$ cat config.mk
export PLATFORM = sky130hd
export DESIGN_NAME = fft8_bfly_scheduler
export DESIGN_NICKNAME = d
export VERILOG_FILES = /design/src/rtl/fft8_bfly_scheduler.sv
export SDC_FILE = /design/constraint.sdc
export NUM_CORES = 1
export LEC_CHECK = 0
export ABC_AREA = 1
export CAP_MARGIN = 20
export CORE_ASPECT_RATIO = 0.7
export CORE_MARGIN = 5
export CORE_UTILIZATION = 52
export DETAILED_ROUTE_END_ITERATION = 7
export MAX_ROUTING_LAYER = met4
export PLACE_DENSITY = 0.8
export SYNTH_ARGS = -nofsm -noshare
export SYNTH_HDL_FRONTEND = slang
export SYNTH_SLANG_ARGS = --single-unit
$ cat constraint.sdc
create_clock -name CLK -period 3.6 [get_ports CLK]
set_clock_uncertainty 0.2 [all_clocks]
set_input_delay 0.9 -clock CLK [delete_from_list [all_inputs] [get_ports CLK]]
set_output_delay 0.9 -clock CLK [all_outputs]
set_load 0.05 [all_outputs]
$ cat src/rtl/fft8_bfly_scheduler.sv
// Issue/writeback sequencer for one shared pipelined radix-2 butterfly running an
// 8-point DIT FFT in place (3 stages x 4 butterflies), with host load/start/ready handshakes.
module fft8_bfly_scheduler #(
   parameter int unsigned BF_LATENCY = 2
) (
   input  logic       CLK,
   input  logic       RST,
   input  logic       write,
   input  logic       start,
   output logic       load_en,
   output logic       bf_valid,
   output logic [2:0] bf_addr_a,
   output logic [2:0] bf_addr_b,
   output logic [1:0] tw_idx,
   output logic [1:0] stage,
   output logic       wb_valid,
   output logic [2:0] wb_addr_a,
   output logic [2:0] wb_addr_b,
   output logic       busy,
   output logic       done,
   output logic       ready
);

   typedef enum logic [1:0] {IDLE, ISSUE, DRAIN, FIN} state_e;

   state_e     state_q, state_d;
   logic       start_q;
   logic       run_req;
   logic [1:0] s_q, s_d;
   logic [1:0] k_q, k_d;
   logic [1:0] wbc_q, wbc_d;
   logic       bf_valid_q, bf_valid_d;
   logic [2:0] addr_a_q, addr_a_d;
   logic [2:0] addr_b_q, addr_b_d;
   logic [1:0] tw_q, tw_d;
   logic       load_en_q, load_en_d;
   logic       busy_q, busy_d;
   logic       done_q, done_d;
   logic       ready_q, ready_d;

   logic       wbv_q [BF_LATENCY];
   logic [2:0] wba_q [BF_LATENCY];
   logic [2:0] wbb_q [BF_LATENCY];

   // Returns {addr_a, addr_b, tw_idx} for stage s, butterfly k.
   function automatic logic [7:0] bf_map(input logic [1:0] s, input logic [1:0] k);
      logic [2:0] span, grp, pos, a, b;
      logic [1:0] tw;
      span = 3'd1 << s;
      grp  = {1'b0, k} >> s;
      pos  = {1'b0, k} & (span - 3'd1);
      a    = (grp << (s + 2'd1)) + pos;
      b    = a + span;
      tw   = pos[1:0] << (2'd2 - s);
      return {a, b, tw};
   endfunction

   assign run_req = start & ~start_q;

   always_comb begin
      state_d    = state_q;
      s_d        = s_q;
      k_d        = k_q;
      wbc_d      = wb_valid ? wbc_q + 2'd1 : wbc_q;
      bf_valid_d = 1'b0;
      load_en_d  = 1'b0;
      busy_d     = busy_q;
      done_d     = 1'b0;
      ready_d    = ready_q;
      case (state_q)
         IDLE: begin
            if (write) begin
               load_en_d = 1'b1;
               ready_d   = 1'b0;
            end else if (run_req) begin
               state_d    = ISSUE;
               s_d        = 2'd0;
               k_d        = 2'd0;
               wbc_d      = 2'd0;
               bf_valid_d = 1'b1;
               busy_d     = 1'b1;
               ready_d    = 1'b0;
            end
         end
         ISSUE: begin
            if (k_q == 2'd3) begin
               state_d = DRAIN;
            end else begin
               k_d        = k_q + 2'd1;
               bf_valid_d = 1'b1;
            end
         end
         DRAIN: begin
            // The 4th writeback of the stage is visible now; next reads may start.
            if (wb_valid && wbc_q == 2'd3) begin
               if (s_q == 2'd2) begin
                  state_d = FIN;
                  s_d     = 2'd0;
                  busy_d  = 1'b0;
                  done_d  = 1'b1;
                  ready_d = 1'b1;
               end else begin
                  state_d    = ISSUE;
                  s_d        = s_q + 2'd1;
                  k_d        = 2'd0;
                  bf_valid_d = 1'b1;
               end
            end
         end
         FIN:     state_d = IDLE;
         default: state_d = IDLE;
      endcase
      {addr_a_d, addr_b_d, tw_d} = bf_valid_d ? bf_map(s_d, k_d) : '0;
   end

   always_ff @(posedge CLK or posedge RST) begin
      if (RST) begin
         state_q    <= IDLE;
         start_q    <= 1'b0;
         s_q        <= '0;
         k_q        <= '0;
         wbc_q      <= '0;
         bf_valid_q <= 1'b0;
         addr_a_q   <= '0;
         addr_b_q   <= '0;
         tw_q       <= '0;
         load_en_q  <= 1'b0;
         busy_q     <= 1'b0;
         done_q     <= 1'b0;
         ready_q    <= 1'b0;
         for (int unsigned i = 0; i < BF_LATENCY; i++) begin
            wbv_q[i] <= 1'b0;
            wba_q[i] <= '0;
            wbb_q[i] <= '0;
         end
      end else begin
         state_q    <= state_d;
         start_q    <= start;
         s_q        <= s_d;
         k_q        <= k_d;
         wbc_q      <= wbc_d;
         bf_valid_q <= bf_valid_d;
         addr_a_q   <= addr_a_d;
         addr_b_q   <= addr_b_d;
         tw_q       <= tw_d;
         load_en_q  <= load_en_d;
         busy_q     <= busy_d;
         done_q     <= done_d;
         ready_q    <= ready_d;
         wbv_q[0]   <= bf_valid_q;
         wba_q[0]   <= addr_a_q;
         wbb_q[0]   <= addr_b_q;
         for (int unsigned i = 1; i < BF_LATENCY; i++) begin
            wbv_q[i] <= wbv_q[i-1];
            wba_q[i] <= wba_q[i-1];
            wbb_q[i] <= wbb_q[i-1];
         end
      end
   end

   assign load_en   = load_en_q;
   assign bf_valid  = bf_valid_q;
   assign bf_addr_a = addr_a_q;
   assign bf_addr_b = addr_b_q;
   assign tw_idx    = tw_q;
   assign stage     = s_q;
   assign wb_valid  = wbv_q[BF_LATENCY-1];
   assign wb_addr_a = wba_q[BF_LATENCY-1];
   assign wb_addr_b = wbb_q[BF_LATENCY-1];
   assign busy      = busy_q;
   assign done      = done_q;
   assign ready     = ready_q;

endmodule

-- Yosys cells after proc, flatten, opt, wreduce, memory -nomap -nowiden
Index checks and enable logic that the tools add are counted.
- bits in registers: 36
- bits of input ports: 4
- output and inout port bits: 22
- word-level logic and storage cells: 95
- add/subtract/negate cells: 8
- eq/ne operators: 12
- shift-type cells: 4
- multiplexer cells: 43
- bitwise logic cells: 3
- reductions and logical operators: 6
- operator list (kind ; number):
    two-way mux 2 bit ; 18
    two-way mux 1 bit ; 18
    == test 2 bit, second input constant ; 5
    != test 2 bit, second input constant ; 5
    adder 2 x 1 -> 2 bit, second input constant ; 4
    two-way mux 8 bit ; 1
    case mux 2 bit (4 select lines) ; 1
    AND reduction 4 bit ; 2
    adder 3 bit ; 2
    case mux 2 bit (3 select lines) ; 1
    AND reduction 5 bit ; 1
    case mux 1 bit (2 select lines) ; 2
    case mux 2 bit (2 select lines) ; 1
    bitwise AND 2 x 3 -> 3 bit ; 1
    != test 3 bit, second input constant ; 1
    case mux 1 bit (3 select lines) ; 1
    << shifter 1 x 2 -> 3 bit, first input constant ; 1
    << shifter 3 x 2 -> 3 bit ; 1
    right shift 2 x 2 -> 3 bit ; 1
    subtractor 3 x 1 -> 3 bit, second input constant ; 1
    == test 2 x 1 -> 1 bit, second input constant ; 1
    zero test 2 bit ; 1
    nonzero test 2 bit ; 1
    << shifter 2 x 2 -> 2 bit ; 1
    other kinds (4) ; 4

-- Longest topological paths before layout
- word-level depth: 11
- depth in mapped cells: 16
- mapped depth without buffers: 16

-- Worst setup path before layout
OpenSTA, ideal clock, no wires.
- path type: input to register
- start: in start
- end: reg addr_b_q[1] (netlist: bf_addr_b[1])
- data arrival time: 2859 ps
- required time: 3286 ps
- setup slack: 427 ps
- stages: 13
- cells stage by stage: inv_1 -> nor2_1 -> nand3_2 -> nand2_2 -> nor2_8 -> inv_1 -> ha_1 -> nor4_1 -> ha_1 -> fa_1 -> xnor2_1 -> nand2_1 -> inv_1
- word-level cells in the longest chain between the ends: 10
- elaborated cells on any way between the ends: 19
- those cells by class: add/sub (4); shift (3); mux (10); bitwise (2)
- RTL lines (what ; line ; source):
    from (decl) ; 9 ; input logic start,
    bitwise AND 1 bit (*) ; 58 ; assign run_req = start & ~start_q;
    two-way mux 2 bit (*) ; 75 ; end else if (run_req) begin
    two-way mux 2 bit (*) ; 72 ; if (write) begin
    case mux 2 bit (2 select lines) (*) ; 70 ; case (state_q)
    net s_d[1] ; 29 ; logic [1:0] s_q, s_d;
    << shifter 1 x 2 -> 3 bit ; 49 ; span = 3'd1 << s;
    subtractor 3 x 1 -> 3 bit ; 51 ; pos = {1'b0, k} & (span - 3'd1);
    bitwise AND 2 x 3 -> 3 bit ; 51 ;
    adder 3 bit ; 52 ; a = (grp << (s + 2'd1)) + pos;
    adder 3 bit (*) ; 53 ; b = a + span;
    two-way mux 8 bit (*) ; 113 ; {addr_a_d, addr_b_d, tw_d} = bf_valid_d ? bf_map(s_d, k_d) : '0;
    net addr_b_d[1] ; 34 ; logic [2:0] addr_b_q, addr_b_d;
    to (signal assigned) ; 144 ; addr_b_q <= addr_b_d;
    to (decl) ; 34 ;
Mark *: on every way through the listed nets, which the timed path passes. The rest lies on a longest branch.
A chain may end at the register's enable or synchronous reset.

-- Worst setup path in the final report
Same ends and word-level chain as after synthesis.

==> results.yml <==
run_status:
  outcome: "finished, final reports clean"
sta:
  max_freq_mhz: 297
  period_minus_slack_ps: 3370
  rsz0062_at_grt: "false"
  slew-limit-headroom: 0.655
  worst_slew_pin_slew_ps: 516
  period_share: 0.937
  finalMaxSlewViolations: 0
  final-hold-violation-count: 0
  setup_viol: 0
global_routing:
  grt_pass1_vias: 1179
  grt_max_degree: 37
  track_usage: 0.169
  overflow: 0
  antenna_found_initial: 0
  grt_pass1_wl_um: 5580
setup_path:
  worstPathRequired_ps: 3620
  reg2reg_depth: 15
  worstPathArrival_ps: 3390
  critPathKind: "in -> reg"
  startpoint_type: "input port"
  cp_max_fo: 3
  r2r_start: "wbc_q[0]"
  r2r_slack_ps: 550
  timing.rr.end: "bf_addr_b[1]"
  end_kind: "flop"
drt:
  routedWlPerCell_um: 14.9
  antenna_left: 0
  remaining_drc_errors: 0
  vias: 1175
  first_pass_iters: 4
  routed_wirelength_um: 3370
  viasPerCell: 5.18
  drt_iter0_drc: 69
cells_and_area:
  multi_input_area_um2: 577
  syn2layout_area_growth_pct: 25.4
  fin_util: 0.704
  regArea_um2: 901
  final_nets: 200
  drive_gt1_frac: 0.220
  n_fill_cell: 222
  mostFrequentLayoutCell: "dfrtp_1"
  diodes: 0
  mostFrequentLayoutCells: "dfrtp_1 (36), clkdlybuf4s50_1 (25), nand2_1 (23)"
logic_synthesis:
  synthCells: 156
  synth_top_cell_area_share: 0.557
  ys.flop_type: "dfrtp_1"
  syn_avg_cell_area_um2: 10.4
  syn_nets: 166
  ys_ff_latch: 36
  ys_seq_area_frac: 0.557
  synth.distinct_cells: 33
  netlist_top_cells_area: "dfrtp_1 (56%), nand2_1 (5.3%), inv_1 (5.1%), ha_1 (3.9%), buf_4 (2.8%)"
  synth_edf_count: 0
  synth_warnings: 0
  syn_area_mm2: 0.00162
  synthArstFlopShare: 1.00
  yosysTopAreaCell: "dfrtp_1"
flow_run:
  cap_viol_max_count: 0
floorplan:
  die_area_mm2: 0.00434
  ioPinCount: 26
  core-area_mm2: 0.00288
  start_util: 0.561
  rows: 16
  die_h_um: 56.7
  dieWidth_um: 76.7
clock_tree:
  cts-root-buf: "clkbuf_8"
  cts_buffer_depth: 2
  clkLatencyLatePin_ps: 290
  cts_made_buffers: 5
  htreeDepth: 2
  clk_pin_slew_worst_paths_ps: 60
  cts_tree: "done"
  cts_setup_buffers: 0
  cts.sinks: 36
place:
  portBuffers: 25
  hpwl_um: 2430
  gp_congestion: 0.876
worst_hold_path:
  hold_path.class: "reg -> reg"
  holdCritStartpoint: "wbv_q[1]"
  min_delay_worst_endpoint: "wb_valid"
  holdPathStages: 0
pwr:
  power.density_mw_per_mm2: 348
  p_total_uw: 707
  p_leak_nw: 1.06
  ir_worst_vdd_mv: 0.188
## how the worst max path moves through the flow
stage / start / end / slack [ps] / cells past startpoint
2_1_floorplan: start / bf_addr_b[1] / 430 / 13
3_3_place_gp: start / bf_addr_b[1] / 6 / 14
3_5_place_dp: start / bf_addr_b[1] / -70 / 15
5_1_grt: start / bf_addr_b[1] / 10 / 15
4_1_cts: start / bf_addr_b[1] / 160 / 15
6_report: start / bf_addr_b[1] / 230 / 15
## metal layers
metal / global-route usage / routed length [um] / up-vias
li1: - / - / 552
met1: 0.213 / 1420 / 566
met2: 0.258 / 1640 / 53
met3: 0.0607 / 276 / 4
met4: 0.0524 / 35 / 0
met5: - / 0 / -
## report_power, final
| group | internal, mW | switching (mW) | leakage, nW |
|---|---|---|---|
| Sequential | 0.405 | 0.000339 | 0.470 |
| Combinational | 0.00419 | 0.00953 | 0.545 |
| Clock | 0.156 | 0.132 | 0.0455 |
| Total | 0.565 | 0.142 | 1.06 |
## registers in the layout (all words and copies together) (netlist names)
| name | cells |
|---|---|
| ready | 1 |
| k_q | 2 |
| bf_valid | 1 |
| busy | 1 |
| bf_addr_a | 3 |
| wb_addr_a | 3 |
| wbb_q | 3 |
| tw_idx | 2 |
| bf_addr_b | 3 |
| wb_valid | 1 |
| state_q | 2 |
| stage | 2 |
| wbv_q | 1 |
| load_en | 1 |
| wbc_q | 2 |
| start_q | 1 |
| done | 1 |
| wb_addr_b | 3 |
| wba_q | 3 |
## worst max-delay path, cell delays in order
cell             delay, ps
clkdlybuf4s50_1        490
inv_1                   50
nor2_1                 140
nand3_2                100
nand2_2                130
nor2_8                  40
inv_1                   80
ha_1                   280
nor4_2                 220
ha_2                   350
ha_1                   200
xnor2_1                170
xnor2_1                130
nand2_1                 60
inv_1                   60
## kinds of logic after synthesis
family                   count (synthesis)  share of synthesized area
AND/OR/NAND/NOR                         60                      0.200
flip-flops                              36                      0.557
buffers and inverters                   33                     0.0951
AO/OA/AOI/OAI                           16                     0.0688
adder cells (fa/ha/maj)                  6                     0.0510
XOR/XNOR                                 4                     0.0217
multiplexers                             1                    0.00619
## cell usage after synthesis (3+ instances only)
cell / n
dfrtp_1: 36
nand2_1: 23
inv_1: 22
nor2_1: 9
nand2_2: 7
nand3_1: 7
buf_4: 6
ha_1: 5
a21oi_1: 4
nor2_2: 4
inv_2: 3
nand3_2: 3
o21ai_0: 3
o21ai_1: 3
xnor2_1: 3
## repair_timing
action,4_1_cts,5_1_grt
resized for setup,0,3
hold buffers,0,0
endpoints found under the setup margin,0,1
## per-stage QoR
step,hold WS [ps],std cells,instance area [um^2],setup slack [ps],TNS [ps]
6_report,146,227,2030,228,0
2_1_floorplan,131,156,1620,427,0
5_1_grt,153,227,2030,10.6,0
3_3_place_gp,131,219,1920,6.00,0
3_5_place_dp,136,219,1920,-67.6,-67.6
4_1_cts,148,227,2010,163,0
## cell type report
class / count / share of cell area
Sequential cell: 36 / 0.444
Multi-Input combinational cell: 87 / 0.284
Timing Repair Buffer: 34 / 0.157
Inverter: 26 / 0.0481
Clock buffer: 8 / 0.0444
Tap cell: 36 / 0.0222
No activity file was read; power rests on OpenSTA's default activity.
==> patch 1, RTL diff (same flow settings) <==
Change the parameter `BF_LATENCY` from 2 to 1.
--- a/src/rtl/fft8_bfly_scheduler.sv
+++ b/src/rtl/fft8_bfly_scheduler.sv
@@ -3,3 +3,3 @@
 module fft8_bfly_scheduler #(
-   parameter int unsigned BF_LATENCY = 2
+   parameter int unsigned BF_LATENCY = 1
 ) (
Function: changed (a bounded check fails within 4 cycles, from zero or initial values and one cycle with RST high).
==> patch 1 against the original RTL <==
- hold slack better by 29 ps
- sequential cell count down 7
- fmax down 2.1%
- global-route usage down 0.41 points
- cell area down 11%
- wire length down 21%
- sequential power down 19%
- non-clock buffer count down 2
- first-iteration DRC count down 26%
- critical path depth unchanged
- synthesized area down 15%
- worst setup slack worse by 73 ps
- total power down 16%
- die area down 13%
==> patch 1: results (changes against the original RTL) <==
GRT
  – Met3 Usage GRT: 4.17% (-1.9 points)
  – Largest net degree at the start of global routing: 30 (-19%)
  – Initial antenna violation count: 0 (unchanged)
  – GRT Total Usage: 16.5% (-0.41 points)
  – Global-route wire length before repair: 4460 um (-20%)
  – Global Route met2 Usage: 26.1% (+0.31 points)
  – Met1 usage: 19.3% (-2.0 points)

Synthesis
  – Post-synthesis sequential area ratio: 53.0% (-2.7 points)
  – Synth top area cells: dfrtp_1 (53%), nand2_1 (6.3%), inv_1 (5.8%), ha_1 (4.6%), nand2_2 (3.2%)
  – Number of distinct library cells after synthesis: 29 (-12%)
  – Syn Inst Count: 140 (-10%)
  – Yosys warnings: 0 (unchanged)
  – Syn Nets: 150 (-9.6%)
  – Top cells by count, synth: dfrtp_1 (29), nand2_1 (23), inv_1 (21), nor2_1 (8)
  – Ys async rst share: 100% (unchanged)

Drt
  – Drt drc: 0 (unchanged)
  – Top Layer Used: met4
  – Pre-antenna DRT Iters: 4 (unchanged)
  – WL final: 2660 um (-21%)
  – Metal2 WL: 1270 um (-22%)
  – Met1 wire length: 1210 um (-15%)
  – Drt first-iter violations: 51 (-26%)
  – Routed vias: 1049 (-11%)
  – Met3 wire length: 142 um (-49%)

STA
  – Relative max-transition margin: 66.2% (+0.67 points)
  – Final Hold Fails: 0 (unchanged)

CTS
  – Clock Tree Buf Depth: 2 (unchanged)
  – H-Tree Depth: 2 (unchanged)
  – Post-CTS Setup Inserts: 0 (unchanged)
  – Clk root buf: clkbuf_8
  – Clk slew on worst S/H paths: 60 ps (about the same)
  – Num CTS Buffers: 5 (unchanged)
  – Worst-skew pair later-pin latency: 270 ps (-20 ps)

Critical path
  – Worst path arrival time: 3460 ps (+70 ps)
  – Maximum fanout along the worst path: 6 (+3)
  – Worst stage delay on the critical path: 500 ps
  – Crit-path slowest cell: clkdlybuf4s50_1

Place
  – Gpl congestion: 0.890 (+1.5%)
  – Post-place setup slack: -101 ps (-33.7 ps)
  – Placed instance area: 1700 um^2 (-11%)
  – Port bufs: 25 (unchanged)
  – Final HPWL DP: 1940 um (-20%)

Power
  – Leak: 0.912 nW (-14%)
  – Worst VDD drop: 0.235 mV (+25%)

Min path
  – Min-Delay Path Class: reg -> reg

Status
  – Run status: finished clean

Cells and area
  – N_diodes: 0 (unchanged)
  – Fillers: 174 (-22%)
  – Final non-filler cell total: 213 (-6.2%)
  – Layout cell share with drive strength beyond 1: 23.5% (+1.5 points)
  – Final net count: 188 (-6.0%)
patch 1: cells by family (layout without fill, tap and decap cells):
logic type	Yosys count	count (layout)	synth area share, %
and+or+nand+nor	60	60	22.8
xor gates and xnor gates	4	4	2.56
adders and majority gates	6	6	6.03
muxes	1	1	0.731
buffers and inverters	26	65	7.76
DFF	29	29	53.0
AOI/OAI and AO/OA	14	14	7.12
patch 1: cell type report:
class,count,area (um^2),area share (%)
Sequential cell,29,726,40.2
Multi-Input combinational cell,85,552,30.6
Timing Repair Buffer,32,303,16.8
Inverter,25,95.1,5.27
Clock buffer,5,68.8,3.81
Tap cell,34,42.5,2.36
Clock inverter,3,17.5,0.971
patch 1: worst paths after layout:
kind	from	endpoint	slack, ps	depth (start not counted)
max	start	bf_addr_b[1]	150	15
min	bf_addr_a[2]	wb_addr_a[2]	180	0
max reg2reg	wbc_q[0]	bf_addr_b[1]	580	15
min reg2reg	bf_addr_a[2]	wb_addr_a[2]	180	0
max in group asynchronous	RST	wb_addr_a[2]	2150	3
min in group asynchronous	RST	wb_addr_b[2]	790	3
patch 1: report_power, final:
group | internal [W] | leakage [nW] | switching (W) | total, W
Clock | 0.000133 | 0.0439 | 0.000120 | 0.000253
Sequential | 0.000327 | 0.361 | 0.000000306 | 0.000327
Combinational | 0.00000434 | 0.507 | 0.00000827 | 0.0000126
patch 1: timing repair:
| item | 4_1_cts | 5_1_grt |
|---|---|---|
| endpoints found under the setup margin | 0 | 1 |
| endpoints found under the hold margin | 0 | 0 |
| resized for setup | 0 | 3 |
patch 1: critical path: cells and delay by family:
kind	cells	cell delay (ps)
simple gates	7	840
xor+xnor	1	170
buf+inv	5	760
fa+ha+maj	2	800
==> patch 2, RTL diff (config.mk and constraints unchanged) <==
Made on the original files. The 4 states of `state_e` get a Gray code encoding in 2 bits.
--- a/src/rtl/fft8_bfly_scheduler.sv
+++ b/src/rtl/fft8_bfly_scheduler.sv
@@ -23,3 +23,3 @@
 
-   typedef enum logic [1:0] {IDLE, ISSUE, DRAIN, FIN} state_e;
+   typedef enum logic [1:0] {IDLE = 2'b00, ISSUE = 2'b01, DRAIN = 2'b11, FIN = 2'b10} state_e;
 
Function: no difference found for any inputs over 10 cycles, from zero or initial values and one cycle with RST high; not proved beyond that.
==> patch 2 against the original RTL <==
- clock power down 4%
- synthesized area up 0.39%
- global-route usage up 0.96 points
- cell area is 5.3% higher
- total power decreased by 1.5%
- sequential cell count did not move
- worst setup slack lost 77 ps
- die area rose by 0.33%
- wire length is 1.8% higher
- critical path type unchanged
- critical endpoint unchanged
- largest cell class unchanged
- highest routed layer unchanged
==> patch 2: results (changes against the original RTL) <==
Status
  – Run status: finished clean

CTS
  – Worst-skew pair later-pin latency: 290 ps (about the same)
  – Hold Buf Count CTS: 0 (unchanged)
  – Clk root buf: clkbuf_8
  – Clock Tree Buf Depth: 2 (unchanged)

Min path
  – Hold_sp: wbv_q[1]
  – Min-Delay Endpoint: wb_valid

STA
  – Relative max-transition margin: 51.6% (-14 points)
  – Final Cycle Share: 95.8% (+2.1 points)
  – Fin Hold WS: 149 ps (+2.26 ps)

Place
  – Post-place setup slack: -232 ps (-165 ps)
  – Placed instance area: 2020 um^2 (+4.9%)
  – Final HPWL DP: 2650 um (+9.0%)
  – Gpl congestion: 0.857 (-2.2%)
  – Placed Cells: 235 (+7.3%)

GRT
  – Met3 Usage GRT: 4.65% (-1.4 points)
  – Met1 usage: 24.3% (+3.0 points)
  – Largest net degree at the start of global routing: 21 (-43%)
  – Vias in the first global route: 1213 (+2.9%)
  – Global-route wire length before repair: 5870 um (+5.1%)
  – GRT Total Usage: 17.9% (+0.96 points)

Synthesis
  – Synth top area cells: dfrtp_1 (55%), ha_1 (6.9%), nand2_1 (5.5%), inv_1 (4.4%), nor2_1 (3.9%)
  – Number of distinct library cells after synthesis: 32 (-3.0%)
  – Top cells by count, synth: dfrtp_1 (36), nand2_1 (24), inv_1 (19), nor2_1 (17), ha_1 (9)
  – Most used flip-flop cell after synthesis: dfrtp_1
  – Syn Inst Count: 159 (+1.9%)
  – Post-synthesis sequential area ratio: 55.5% (-0.21 points)
  – Syn Nets: 173 (+4.2%)

Critical path
  – Worst path arrival time: 3420 ps (+30 ps)
  – Maximum fanout along the worst path: 4 (+1)
  – RR Startpoint: state_q[0]
  – R2R Setup Slk: 440 ps (-110 ps)
  – Crit-path slowest cell: clkdlybuf4s50_1
  – R2R depth: 14 (-1)
  – Critical R2R Capture: bf_addr_b[1]
  – Worst stage delay on the critical path: 470 ps (-20 ps)

Power
  – Int Pwr: 0.000545 W (-3.6%)
  – Worst VDD drop: 0.259 mV (+38%)
  – Leak: 1.13 nW (+6.5%)

Drt
  – Drt first-iter violations: 79 (+14%)
  – Routed WL per cell: 14.1 um (-4.9%)
  – Top Layer Used: met4
  – WL final: 3440 um (+1.8%)
  – Metal2 WL: 1580 um (-4.0%)
  – Met3 wire length: 163 um (-41%)
  – Post-DR vias/cell: 4.91 (-5.2%)
  – Met1 wire length: 1640 um (+15%)
  – Pre-antenna DRT Iters: 4 (unchanged)

Cells and area
  – Fillers: 240 (+8.1%)
  – Final net count: 218 (+9.0%)
  – N_diodes: 0 (unchanged)
  – Layout cell share with drive strength beyond 1: 25.9% (+3.9 points)
==> patch 2: changes by cell type in the layout (fill, tap and decap cells not counted), moves of 3 or more <==
| cell | unedited run | this run |
|---|---|---|
| ha_1 | 4 | 7 |
| buf_4 | 9 | 20 |
| nor2_1 | 9 | 16 |
| clkinv_2 | 0 | 3 |
| inv_1 | 22 | 19 |
==> patch 2: how the worst max path moves through the flow <==
| stage | startpoint | cells past startpoint | endpoint |
|---|---|---|---|
| 5_1_grt | start | 14 | bf_addr_b[1] |
| 3_3_place_gp | start | 14 | bf_addr_b[1] |
| 6_report | start | 14 | bf_addr_b[1] |
| 3_5_place_dp | start | 14 | bf_addr_b[1] |
| 4_1_cts | start | 14 | bf_addr_b[1] |
| 2_1_floorplan | start | 13 | bf_addr_b[1] |
==> patch 2: area by class of cell <==
cell class / count / area, um^2 / area share [%]
Sequential cell: 36 / 901 / 42.2
Multi-Input combinational cell: 94 / 616 / 28.8
Timing Repair Buffer: 45 / 400 / 18.7
Inverter: 22 / 83.8 / 3.93
Clock buffer: 5 / 68.8 / 3.22
Tap cell: 38 / 47.5 / 2.23
Clock inverter: 3 / 18.8 / 0.879
==> patch 2: power by group through the flow <==
stage | combinational [W] | sequential (W) | clock, W
floorplan | 0.00000665 | 0.000413 | 0
global placement | 0.0000148 | 0.000413 | 0
detailed placement | 0.0000155 | 0.000413 | 0
CTS | 0.0000155 | 0.000405 | 0.000283
global route | 0.0000172 | 0.000405 | 0.000303
finish | 0.0000149 | 0.000405 | 0.000276
==> patch 2: cells by family after synthesis <==
| logic type | synth area share [%] |
|---|---|
| simple gates | 19.0 |
| flops | 55.5 |
| buf+inv | 8.40 |
| compound gates | 5.55 |
| fa+ha+maj | 8.17 |
| xor+xnor | 2.16 |
| mux | 1.31 |
